===== config.mk =====
export PLATFORM = sky130hd
export DESIGN_NAME = if_fetch_stage
export DESIGN_NICKNAME = d
export VERILOG_FILES = /design/src/rtl/if_fetch_stage_pkg.sv /design/src/rtl/if_fetch_stage_fetch_fifo.sv /design/src/rtl/if_fetch_stage.sv
export SDC_FILE = /design/constraint.sdc
export NUM_CORES = 1
export LEC_CHECK = 0
export CAP_MARGIN = 15
export CORE_ASPECT_RATIO = 1.25
export CORE_UTILIZATION = 45
export CTS_CLUSTER_SIZE = 10
export DETAILED_ROUTE_END_ITERATION = 7
export PLACE_DENSITY = 0.74
export SETUP_SLACK_MARGIN = 0.5
export SYNTH_ARGS = -nofsm -noshare
export SYNTH_HDL_FRONTEND = slang
export SYNTH_HIERARCHICAL = 1
export SYNTH_SLANG_ARGS = --single-unit

===== constraint.sdc =====
create_clock -name clk -period 4.4 [get_ports clk]
set_input_delay 1.1 -clock clk [delete_from_list [all_inputs] [get_ports clk]]
set_output_delay 1.1 -clock clk [all_outputs]
set_load 0.05 [all_outputs]

===== src/rtl/if_fetch_stage_pkg.sv =====
// Shared fetch-stage types and constants; also carries the legacy instruction-bus defines.
`ifndef IF_FETCH_STAGE_DEFINES
`define IF_FETCH_STAGE_DEFINES
`define InstAddrBus 31:0
`define InstBus     31:0
`define ZeroWord    32'h0000_0000
`define ReadEnable  1'b1
`define ReadDisable 1'b0
`define InstStep    32'd4
`endif

package if_fetch_stage_pkg;

  localparam logic [`InstAddrBus] ZERO_WORD    = `ZeroWord;
  localparam logic [`InstAddrBus] INST_STEP    = `InstStep;
  localparam logic                READ_ENABLE  = `ReadEnable;
  localparam logic                READ_DISABLE = `ReadDisable;

  typedef enum logic {
    FS_IDLE,
    FS_RUN
  } fetch_state_e;

  typedef struct packed {
    logic [`InstAddrBus] pc;
    logic [`InstBus]     inst;
  } fetch_entry_t;

endpackage


===== src/rtl/if_fetch_stage_fetch_fifo.sv =====
// Small synchronous FIFO of fetched {pc, inst} pairs; push+pop allowed when full, flush wins.
module fetch_fifo
  import if_fetch_stage_pkg::*;
#(
  parameter int unsigned DEPTH = 2,
  parameter int unsigned PTR_W = $clog2(DEPTH)
) (
  input  logic         clk,
  input  logic         rst,
  input  logic         flush,
  input  logic         push,
  input  logic         pop,
  input  fetch_entry_t wdata,
  output fetch_entry_t rdata,
  output logic         empty,
  output logic         full
);

  localparam int unsigned CNT_W = PTR_W + 1;
  localparam logic [CNT_W-1:0] FULL_COUNT = CNT_W'(DEPTH);

  fetch_entry_t     mem_q [DEPTH];
  logic [PTR_W-1:0] rd_ptr_q;
  logic [PTR_W-1:0] wr_ptr_q;
  logic [CNT_W-1:0] count_q;
  logic             do_pop;
  logic             do_push;

  assign empty   = (count_q == '0);
  assign full    = (count_q == FULL_COUNT);
  assign do_pop  = pop & ~empty;
  assign do_push = push & (~full | do_pop);
  assign rdata   = mem_q[rd_ptr_q];

  always_ff @(posedge clk or posedge rst) begin
    if (rst) begin
      rd_ptr_q <= '0;
      wr_ptr_q <= '0;
      count_q  <= '0;
      for (int unsigned i = 0; i < DEPTH; i++) begin
        mem_q[i] <= '0;
      end
    end else if (flush) begin
      rd_ptr_q <= '0;
      wr_ptr_q <= '0;
      count_q  <= '0;
    end else begin
      if (do_push) begin
        mem_q[wr_ptr_q] <= wdata;
        wr_ptr_q        <= wr_ptr_q + PTR_W'(1);
      end
      if (do_pop) begin
        rd_ptr_q <= rd_ptr_q + PTR_W'(1);
      end
      unique case ({do_push, do_pop})
        2'b10:   count_q <= count_q + CNT_W'(1);
        2'b01:   count_q <= count_q - CNT_W'(1);
        default: count_q <= count_q;
      endcase
    end
  end

endmodule


===== src/rtl/if_fetch_stage.sv =====
// Instruction fetch: owns the PC, drives the combinational ROM port and buffers fetched words for decode.
module if_fetch_stage
  import if_fetch_stage_pkg::*;
#(
  parameter logic [31:0] RESET_PC   = 32'h0000_0000,
  parameter int unsigned FIFO_DEPTH = 2,
  localparam int unsigned PTR_W     = $clog2(FIFO_DEPTH)
) (
  input  logic        clk,
  input  logic        rst,
  input  logic        redirect_i,
  input  logic [31:0] redirect_addr_i,
  output logic        rom_ce_o,
  output logic [31:0] rom_addr_o,
  input  logic [31:0] rom_inst_i,
  output logic        id_valid_o,
  output logic [31:0] id_pc_o,
  output logic [31:0] id_inst_o,
  input  logic        id_ready_i
);

  fetch_state_e state_q;
  fetch_state_e state_d;
  logic         run;
  logic [31:0]  pc_q;
  logic         pop;
  logic         push_ok;
  logic         fifo_empty;
  logic         fifo_full;
  fetch_entry_t wr_entry;
  fetch_entry_t head;

  // Idle only for the single cycle after reset, so the first ROM access lags release by one edge.
  always_ff @(posedge clk or posedge rst) begin
    if (rst) state_q <= FS_IDLE;
    else     state_q <= state_d;
  end

  always_comb begin
    state_d = state_q;
    unique case (state_q)
      FS_IDLE: state_d = FS_RUN;
      FS_RUN:  state_d = FS_RUN;
      default: state_d = FS_IDLE;
    endcase
  end

  always_comb begin
    run = 1'b0;
    unique case (state_q)
      FS_RUN:  run = 1'b1;
      default: run = 1'b0;
    endcase
  end

  assign pop        = id_valid_o & id_ready_i;
  assign push_ok    = ~fifo_full | pop;
  assign rom_ce_o   = (run & push_ok & ~redirect_i) ? READ_ENABLE : READ_DISABLE;
  assign rom_addr_o = rom_ce_o ? pc_q : ZERO_WORD;

  always_ff @(posedge clk or posedge rst) begin
    if (rst)             pc_q <= RESET_PC;
    else if (redirect_i) pc_q <= redirect_addr_i & ~32'h0000_0003;
    else if (rom_ce_o)   pc_q <= pc_q + INST_STEP;
  end

  assign wr_entry = '{pc: pc_q, inst: rom_inst_i};

  fetch_fifo #(
    .DEPTH (FIFO_DEPTH),
    .PTR_W (PTR_W)
  ) u_fetch_fifo (
    .clk   (clk),
    .rst   (rst),
    .flush (redirect_i),
    .push  (rom_ce_o),
    .pop   (pop),
    .wdata (wr_entry),
    .rdata (head),
    .empty (fifo_empty),
    .full  (fifo_full)
  );

  assign id_valid_o = ~fifo_empty;
  assign id_pc_o    = head.pc;
  assign id_inst_o  = head.inst;

endmodule


; ---- Yosys cells after proc, flatten, opt, wreduce, memory -nomap -nowiden
; Cells that the tools add are included.
[classes]
addsub = 5
mux = 17
magnitude_cmp = 3
n_eq_ne = 3
n_reduce_logical = 7
n_bitwise = 12
[op_table]
columns = operator, n
row1 = 64-bit 2-to-1 mux, 4
row2 = 128-bit bitwise mux, 1
row3 = 32-bit 2-to-1 mux, 3
row4 = 64-bit demux with 1-bit select, 1
row5 = "32-bit by 3-bit adder with 32-bit output, second input constant", 1
row6 = 1-bit 2-to-1 mux, 6
row7 = 2-bit nonzero test, 3
row8 = 1-bit bitwise AND, 5
row9 = "2-bit equality test, second input constant", 2
row10 = "2-bit >= comparator, second input constant", 2
row11 = 1-bit inverter with 2-bit output, 2
row12 = 2-bit case mux with 2 select lines, 1
row13 = 1-bit inverter, 3
row14 = 3-bit nonzero test, 1
row15 = "1-bit adder, second input constant", 2
row16 = "2-bit by 1-bit adder with 2-bit output, second input constant", 1
row17 = "2-bit by 1-bit equality test with 1-bit output, second input constant", 1
row18 = 2-bit logical NOT, 1
row19 = "2-bit by 1-bit less-than comparator with 1-bit output, second input constant", 1
row20 = 2-bit 2-to-1 mux, 1
row21 = 1-bit OR, 2
row22 = 2-bit AND reduction, 1
row23 = "2-bit by 1-bit subtractor with 2-bit output, second input constant", 1
row24 = 1-bit logical AND, 1
[totals]
regBits = 165
elab_cells = 56
input_bits = 68

; ---- Longest topological paths before layout
; Gate-level depths: netlist of the first run.
[depth]
word_depth = 11
mapped_depth = 10
mapped_depth_nobuf = 7

; ---- Cells and area by module
; Netlist of the first run, hierarchy kept.
[modules_own_cells]
columns = mod, area_per_inst_um2, cells_each, n_inst
row1 = fetch_fifo, 5918.2, 366, 1
row2 = if_fetch_stage, 2260.9, 276, 1

; ---- Worst setup path before layout of the first run
; OpenSTA, ideal clock, no wires.
[synth_path]
kind = input to register
startpoint = input id_ready_i
endpoint = register u_fetch_fifo/mem_q[100] (netlist name)
arrival_time_ns = 3.555
required_time_ns = 4.275
path_stages = 9
path_buffers = 4
setup_time_ns = 0.125
slack_ns = 0.720
path_cell_list = nand2b_1 buf_6 a21boi_1 clkbuf_1 and2_1 or4b_4 buf_6 buf_6 mux2_4
[synth_between]
elab_chain_len = 7
word_cells_on_any_way = 9
classes_between = mux: 1 / bitwise: 7 / reduce/logical: 1
[synth_lines]
columns = item, line
row1 = "start, declared", if_fetch_stage.sv:19  ; input logic id_ready_i
row2 = 1-bit bitwise AND, if_fetch_stage.sv:56  ; assign pop = id_valid_o & id_ready_i;
row3 = 1-bit OR, if_fetch_stage.sv:57  ; assign push_ok = ~fifo_full | pop;
row4 = 1-bit bitwise AND (2 in series), if_fetch_stage.sv:58  ; assign rom_ce_o = (run & push_ok & ~redirect_i) ? READ_ENABLE : READ_DISABLE;
row5 = 1-bit 2-to-1 mux, if_fetch_stage.sv:58
row6 = via rom_ce_o, if_fetch_stage.sv:13  ; output logic rom_ce_o,
row7 = 1-bit bitwise AND, if_fetch_stage_fetch_fifo.sv:32  ; assign do_push = push & (~full | do_pop);
row8 = 2-bit AND reduction (no source line), n/a
row9 = "end signal, assigned by index", if_fetch_stage_fetch_fifo.sv:49  ; mem_q[wr_ptr_q] <= wdata;
row10 = "end, declared", if_fetch_stage_fetch_fifo.sv:22  ; fetch_entry_t mem_q [DEPTH];
; The timed path passes the listed nets, and every way through them passes these cells.
; A chain may end at the register's enable or synchronous reset.

; ---- Worst setup path in the final report of the first run
[layout_path]
startpoint = input id_ready_i
endpoint = output rom_addr_o[28]
[layout_between]
elab_chain_len = 6
[layout_lines]
columns = item, line
row1 = 1-bit bitwise AND, if_fetch_stage.sv:56
row2 = 1-bit OR, if_fetch_stage.sv:57
row3 = 1-bit bitwise AND (2 in series), if_fetch_stage.sv:58
row4 = 1-bit 2-to-1 mux, if_fetch_stage.sv:58
row5 = 32-bit 2-to-1 mux, if_fetch_stage.sv:59  ; assign rom_addr_o = rom_ce_o ? pc_q : ZERO_WORD;
row6 = "end, declared", if_fetch_stage.sv:14  ; output logic [31:0] rom_addr_o,
; Every way passes these cells.

==> results summary, run 1 <==
The run finished with clean final reports. The final antenna diode count is 0. TritonCTS built the clock tree.

The die height came out at 153 um. The sequential share of power is 39.6%. The register bit total from synthesis is approximately 160. The fraction of met2 tracks used by global routing is between 30% and 40%. The combined area of all synthesized cells came out at around 8200 um^2. The maximum vdd drop came out at 0.000278 V.

The sequential element share of the synthesized area is 49.9%. The number of endpoints with negative hold slack in the final report is 0. For this run, the leading register cell type out of synthesis is sky130_fd_sc_hd__dfrtp_1. The number of cell rows is 54. The routed wirelength normalized by instance count came out at 19.2 um.

The core region area came out at ~18000 um^2. The worst clock skew is 0.0103 ns. The adder-cell share of the synthesized area is less than 1%. The H-tree depth is 4. The area overhead of the layout relative to synthesis came out at 28.3%. The via density per instance is 5.64. The initial antenna violation count came out at 0. In this run the clock root is driven by a sky130_fd_sc_hd__clkbuf_16. Setup violations remaining at the end of the flow were counted as 0. The internal cell power is roughly 3.5 mW. The area share of the largest cell type after synthesis is approximately half. In this run the horizontal extent of the chip is 123 um. After clock tree synthesis, the flow added hold-fix buffers numbering 0. The overall fraction of global-route tracks in use is 22.1%.

The unique cell type count in the Yosys netlist came out at 52. The multiplexer area fraction after synthesis came out at between 20% and 30%. Setup repair after global routing left no endpoint under its margin. Of the total synthesized cell area, the portion taken by AND, OR, NAND and NOR gates is a little over a tenth. The worst setup path is launched from an input pin.

For this run, the detailed router's first-pass iteration total came to 5. The filler cell count came out at approximately 1400. The utilization after layout is ~60%.

The area used by sequential logic in the layout came out at just over 4000 um^2. The net switching power figure is 1.82 mW. The switching part of the total power is 34.5%. The post-route worst hold slack is slightly below 0.5 ns.

The first-pass GRT wire length came out at approximately 32000 um. The compound-cell area share of the yosys netlist is ~5.5%. The library cells used most frequently in the layout, excluding fill and tap cells, are sky130_fd_sc_hd__dfrtp_1 (162), sky130_fd_sc_hd__mux2_2 (143), sky130_fd_sc_hd__clkdlybuf4s50_1 (129), sky130_fd_sc_hd__mux2_4 (49), sky130_fd_sc_hd__buf_4 (41).

The post-detailed-route count of antenna-violating nets came out at 0. The worst reg2reg path startpoint is u_fetch_fifo/count_q[0]$_DFFE_PP0P_. The category of the most critical setup path is input pin to primary output. In this run the critical register-to-register path is captured at u_fetch_fifo/mem_q[80]$_DFFE_PP0P_. The die covers approximately 19000 um^2. The first-iteration detailed-routing DRC count is 332. After layout, the worst path uses between 80% and 90% of the clock period. The biggest area contributor in the post-synthesis netlist is sky130_fd_sc_hd__dfrtp_1.

In this run the most critical hold path is launched from u_fetch_fifo/mem_q[113]$_DFFE_PP0P_. By area the synthesized netlist is led by sky130_fd_sc_hd__dfrtp_1 (50%), sky130_fd_sc_hd__mux2_2 (20%), sky130_fd_sc_hd__mux2_4 (9.0%). The number of placed I/O pins came out at 166.

The endpoint of the worst hold-timing path is u_fetch_fifo/mem_q[113]$_DFFE_PP0P_. The transition at the pin with the smallest max-transition slack is around 1 ns. The clock latency at the later pin of the worst-skew pair came out at approximately 0.42 ns. After synthesis, the largest family of logic cells by area is multiplexers. The max-slew violation count came out at 0. The number of instances in the synthesized netlist came out at approximately 640. The cell depth of the worst hold path is 1.

The share of flip-flops with an asynchronous set or reset after synthesis is between 90% and 100%. The upper clock frequency limit came out at approximately 270 MHz. In this run, synthesis inferred 0 flip-flops with an integrated enable. The via count is slightly below 6000. For this run, global-route usage on met3 was measured as 4.68%. Clock tree synthesis inserted a total of 17 buffers. The final period demand of the worst path is approximately 3.7 ns. The count of synthesis-stage warnings from yosys came out at 6. The detailed placement HPWL came out at 13700 um. The pin count of the biggest net entering global routing came out at 70. The initial utilization of the core area, before any placement, comes to a little under half. Across the run, the number of max-cap violations was 0. The headroom to the max-slew limit came out at a little under a third. Summing all placed instances gives a cell area of about 9900 um^2. The count of buffers inserted at the top-level ports came out at between 150 and 200. Leaving out fill and tap cells, the most frequent cell in the layout is sky130_fd_sc_hd__dfrtp_1. Routability-driven placement finished with a final weighted congestion of about 0.92. The fraction of layout cells with a size suffix above 1 is about a third. The number of sinks handled by clock tree synthesis came out at about 160.

The leakage power is 4.64 nW. The area of combinational cells with multiple inputs came out at 3830 um^2. The xor and xnor fraction of the mapped netlist area came out at 0.964%.

The total negative slack for setup checks came out at 0 ns. For flop-to-flop paths, the worst setup slack is approximately 1.5 ns. The required time of the critical path came out at 3.30 ns. The maximum clock insertion buffer count came out at 2. The power share of the combinational group came out at about a third. The final global-route overflow total is 0.

The final net count came out at 869. The via count of the first global-routing pass is 6189. The worst hold path belongs to the class flip-flop to flip-flop.

The largest fanout of any net on the critical path came out at 18. The number of DRC violations after detailed routing is 0. The register clock-pin slew on the reported worst setup and hold paths came out at ~0.060 ns. After routing the design area is 10500 um^2. The average instance in the mapped netlist occupies approximately 13 um^2. The power density normalized to cell area came out at between 500 and 600 nW/um^2.

In this run, the clock network consumes 25.8% of the power. The endpoint type of the worst setup path is a primary output. The final wirelength came out at between 15000 and 20000 um. The global-route track usage on met1 came out at a little over a quarter. The number of cell instances on the worst register-to-register path came out at 7. The worst endpoint data arrival time came out at around 2.6 ns.

met2 is the most crowded layer.
layer usage:
layer | vias to the layer above | part of all wire [%]
met5 | - | 0
met4 | 0 | 2.4
met1 | 2899 | 40
met2 | 245 | 51
li1 | 2655 | -
met3 | 39 | 6.4
power by group through the flow:
stage               clock network, mW  registers [mW]  logic [mW]
CTS                              1.40            2.09        1.85
global route                     1.47            2.14        1.92
detailed placement                  0            2.12        1.84
floorplan                           0            2.02        1.34
finish                           1.37            2.09        1.83
global placement                    0            2.08        1.81
layout make-up:
type,count,area share (%)
well taps,224,2.67
clock buffers,21,4.29
inverters,12,0.465
flip-flops and latches,163,38.9
repair buffers,177,16.4
clock inverters,9,0.811
multi-input cells,429,36.5
synthesized netlist by cell type, types with 5 or more instances:
master                     count
sky130_fd_sc_hd__and3_1       34
sky130_fd_sc_hd__or4_1         7
sky130_fd_sc_hd__a31oi_1       9
sky130_fd_sc_hd__mux2_4       49
sky130_fd_sc_hd__o21ai_0      16
sky130_fd_sc_hd__dfrtp_1     163
sky130_fd_sc_hd__buf_6         9
sky130_fd_sc_hd__nor2_1       18
sky130_fd_sc_hd__nand3_1      17
sky130_fd_sc_hd__xnor2_1       7
sky130_fd_sc_hd__nand4_1      16
sky130_fd_sc_hd__nor2b_1      10
sky130_fd_sc_hd__and4_1        5
sky130_fd_sc_hd__mux2_2      143
sky130_fd_sc_hd__buf_2         8
sky130_fd_sc_hd__a22oi_1       5
sky130_fd_sc_hd__clkbuf_1     21
sky130_fd_sc_hd__nand2_1      25
sky130_fd_sc_hd__inv_1        12
sky130_fd_sc_hd__o31ai_1      12
flip-flops by register name (all words and copies together), names as in the netlist:
register and cells:
u_fetch_fifo/rd_ptr_q 1, u_fetch_fifo/count_q 2, u_fetch_fifo/mem_q 128, state_q 1, pc_q 30, u_fetch_fifo/wr_ptr_q 1
repair_timing:
item                                    in CTS  in global routing
endpoints found under the setup margin       0                 26
endpoints found under the hold margin        0                  0
setup buffers                                0                  0
resized for setup                            0                  1
per-stage QoR:
step	instances	worst slack [ns]	power [mW]
after floorplan	647	0.720	3.36
after global placement	1004	0.552	3.89
after detailed placement	1004	0.550	3.95
after CTS	1034	0.564	5.33
after global routing	1035	0.578	5.53
final	1035	0.667	5.29
kinds of logic after synthesis:
family	after synthesis
DFF	163
muxes	194
other	2
buffers and inverters	55
xor gates and xnor gates	9
AOI/OAI and AO/OA	66
adders and majority gates	1
and+or+nand+nor	152
critical path, cell delays in order:
cell	delay (ns)
sky130_fd_sc_hd__clkdlybuf4s50_1	0.49
sky130_fd_sc_hd__nand2b_2	0.16
sky130_fd_sc_hd__a21boi_2	0.24
sky130_fd_sc_hd__buf_4	0.23
sky130_fd_sc_hd__and3_1	0.21
sky130_fd_sc_hd__buf_4	0.21
how the worst max path moves through the flow:
stage          startpoint                                  end  slack [ns]  depth (start not counted)
2_1_floorplan  id_ready_i  u_fetch_fifo/mem_q[100]$_DFFE_PP0P_        0.72                          9
3_3_place_gp   id_ready_i   u_fetch_fifo/mem_q[82]$_DFFE_PP0P_        0.55                          7
3_5_place_dp   id_ready_i   u_fetch_fifo/mem_q[77]$_DFFE_PP0P_        0.55                          7
4_1_cts        id_ready_i                       rom_addr_o[28]        0.56                          6
5_1_grt        id_ready_i                       rom_addr_o[28]        0.58                          6
6_report       id_ready_i                       rom_addr_o[28]        0.67                          6
Power figures use the tool's default switching activity.
==> run 2: changes to the inputs <==
--- a/config.mk
+++ b/config.mk
@@ -10,7 +10,7 @@
 export CORE_UTILIZATION = 45
 export CTS_CLUSTER_SIZE = 10
 export DETAILED_ROUTE_END_ITERATION = 7
-export PLACE_DENSITY = 0.74
+export PLACE_DENSITY = 0.71
 export SETUP_SLACK_MARGIN = 0.5
 export SYNTH_ARGS = -nofsm -noshare
 export SYNTH_HDL_FRONTEND = slang
==> constraint.sdc (replaced) <==
create_clock -name clk -period 3.7 [get_ports clk]
set_input_delay 0.925 -clock clk [delete_from_list [all_inputs] [get_ports clk]]
set_output_delay 0.925 -clock clk [all_outputs]
set_load 0.05 [all_outputs]
==> run 2 against run 1 <==
Compared with the run above:
- total power up 17%
- highest routed layer unchanged
- critical endpoint is now rom_addr_o[15]
- via count rose by 1.1%
- first-iteration DRC count decreased by 14%
- largest power group unchanged
- cell count rose by 0.48%
==> results summary, run 2 (same netlist as run 1, synthesis figures left out) <==
The worst clock skew came out at 0.0103 ns. The final global-route overflow total came out at 0. The pin count of the biggest net entering global routing came out at 133.

The routed wirelength normalized by instance count is 19.5 um. Counting flops per register, the top entry is u_fetch_fifo/mem_q. The clock net in this run drives a total of ~160 sinks.

The overall die area is 18700 um^2. The first global-routing pass estimated roughly 33000 um of wire. The overall fraction of global-route tracks in use came out at a little under a quarter. Setup repair after global routing left no endpoint under its margin. The number of cell rows came out at 54. The count of buffers inserted at the top-level ports is 161. The post-cts hold buffer count is 0. The via density per instance came out at between 5 and 6. The power density normalized to cell area is between 500 and 600 nW/um^2. Compared with the post-synthesis result, the final layout area differs by 28.4%. The final-report setup violation count is 0. The starting density of the core came out at 46.4%. In the final layout, the registers with the most flip-flops are u_fetch_fifo/mem_q x128, pc_q x30, u_fetch_fifo/count_q x2.

The utilization after layout is between 50% and 60%. Cells with a size suffix above 1 make up between 30% and 40% of the layout. The headroom to the max-slew limit came out at between 50% and 60%. The final weighted congestion in routability-driven placement came out at between 0.9 and 1. TritonCTS built the clock tree. Once detail routing completed, the nets flagged for antenna violations numbered 0. The leakage power is about 4.8 nW. In the layout the commonest cells are sky130_fd_sc_hd__dfrtp_1 (162), sky130_fd_sc_hd__mux2_2 (143), sky130_fd_sc_hd__clkdlybuf4s50_1 (76), sky130_fd_sc_hd__dlygate4sd2_1 (53), sky130_fd_sc_hd__mux2_4 (49). The initial antenna violation count came out at 0. The count of TritonRoute iterations in the first routing pass came out at 5. The total clock buffers created by CTS came out at 17. The final net count is 873.

The number of DRC violations after detailed routing is 0. Based on the critical path, the design can be clocked at up to 321 MHz. The worst endpoint data arrival time came out at ~2.2 ns. The filler cell count came out at ~1400.

The worst setup path is captured at a primary output. The required time of the critical path came out at between 2 and 3 ns. The library cell used most frequently in the layout, excluding fill and tap cells, is sky130_fd_sc_hd__dfrtp_1.

The max-cap check violation count is 0. The total area inside the core boundary comes to between 15000 and 20000 um^2. The first-iteration detailed-routing DRC count came out at 284. The largest fanout of any net on the critical path came out at 9. After clock tree synthesis, the setup repair step added 0 buffers. In this run the clock root is driven by a sky130_fd_sc_hd__clkbuf_16. Measured along the y axis, the die boundary spans approximately 150 um. The H-tree depth is 4.

The final clock period utilization by the worst path is 84.3%. The detailed placement HPWL is approximately 13000 um. The number of flip-flops under the largest register name came out at approximately 130. The register clock-pin slew on the reported worst setup and hold paths is 0.06 ns. The total negative slack for setup checks came out at 0 ns.

The number of endpoints with negative hold slack in the final report is 0. The die is around 120 um wide. The maximum clock insertion buffer count is 2. The path class of the tightest hold or removal check is flip-flop to flip-flop.

Across the VDD grid, the largest voltage drop is roughly 0.00035 V. The flow ran to the end, and the final reports show no timing, DRC or antenna violations. The final wirelength is 20200 um. The via count of the first global-routing pass came out at 6290. The number of antenna diodes in the final layout is 0. The clock latency at the later pin of the worst-skew pair is around 0.42 ns. For the pin with the worst max-slew slack, the measured transition is 0.722 ns. The critical path launch point type is an input pin.

The number of placed I/O pins is around 170. The routed layout has 5901 vias. The category of the most critical setup path is input pin to primary output.

The final period demand of the worst path came out at 3.12 ns. The max-slew violation count came out at 0.
-- run 2: path summary, 6_finish.rpt --
kind                                                      from                                  end  slack, ns  cells after the start
min in group asynchronous                                  rst                  pc_q[4]$_DFFE_PP0P_       0.99                      3
min                        u_fetch_fifo/mem_q[116]$_DFFE_PP0P_  u_fetch_fifo/mem_q[116]$_DFFE_PP0P_       0.50                      1
min reg2reg                u_fetch_fifo/mem_q[116]$_DFFE_PP0P_  u_fetch_fifo/mem_q[116]$_DFFE_PP0P_       0.50                      1
max in group asynchronous                                  rst  u_fetch_fifo/mem_q[123]$_DFFE_PP0P_       2.06                      3
max                                                 id_ready_i                       rom_addr_o[15]       0.58                      6
max reg2reg                u_fetch_fifo/count_q[0]$_DFFE_PP0P_   u_fetch_fifo/mem_q[65]$_DFFE_PP0P_       1.06                      7
-- run 2: worst max-delay path, cell delays in order --
cell and delay, ns:
sky130_fd_sc_hd__dlygate4sd2_1 0.21, sky130_fd_sc_hd__nand2b_1 0.11, sky130_fd_sc_hd__a21boi_4 0.27, sky130_fd_sc_hd__buf_2 0.28, sky130_fd_sc_hd__and3_1 0.19, sky130_fd_sc_hd__buf_4 0.19
-- run 2: timing repair --
action | 4_1_cts | 5_1_grt
resized for setup | 61 | 2
pin swaps | 1 | 0
endpoints found under the setup margin | 82 | 17
cloned | 2 | 0
-- run 2: stage by stage --
stage | setup WS (ns) | power, mW | instance area, um^2 | std cells | hold WS, ns
2_1_floorplan | 0.501 | 4.00 | 8200 | 647 | 0.475
5_1_grt | 0.502 | 6.47 | 10500 | 1040 | 0.508
3_3_place_gp | 0.411 | 4.62 | 9970 | 1007 | 0.483
6_report | 0.580 | 6.18 | 10500 | 1040 | 0.501
4_1_cts | 0.529 | 6.23 | 10500 | 1040 | 0.504
3_5_place_dp | 0.386 | 4.69 | 9970 | 1007 | 0.490
-- run 2: routing by layer --
layer / wire (um) / GRT usage (%) / up-vias
met2: 9950 / 36.8 / 247
met5: 0 / 0 / -
li1: - / - / 2665
met3: 1270 / 5.88 / 54
met4: 593 / 10.7 / 0
met1: 8410 / 27.6 / 2935
-- run 2: where the power goes --
part | switching, mW | internal (mW)
Sequential | 0.280 | 2.21
Clock | 0.695 | 0.924
Combinational | 1.19 | 0.876
-- run 2: final cells by class --
| type | count | area (um^2) | share of cell area [%] |
|---|---|---|---|
| multi-input combinational | 429 | 3840 | 36.6 |
| sequential | 163 | 4080 | 38.9 |
| timing repair buffer | 181 | 1710 | 16.3 |
| tap | 224 | 280 | 2.67 |
| inverter | 12 | 48.8 | 0.465 |
| clock buffer | 23 | 488 | 4.65 |
| clock inverter | 8 | 53.8 | 0.512 |
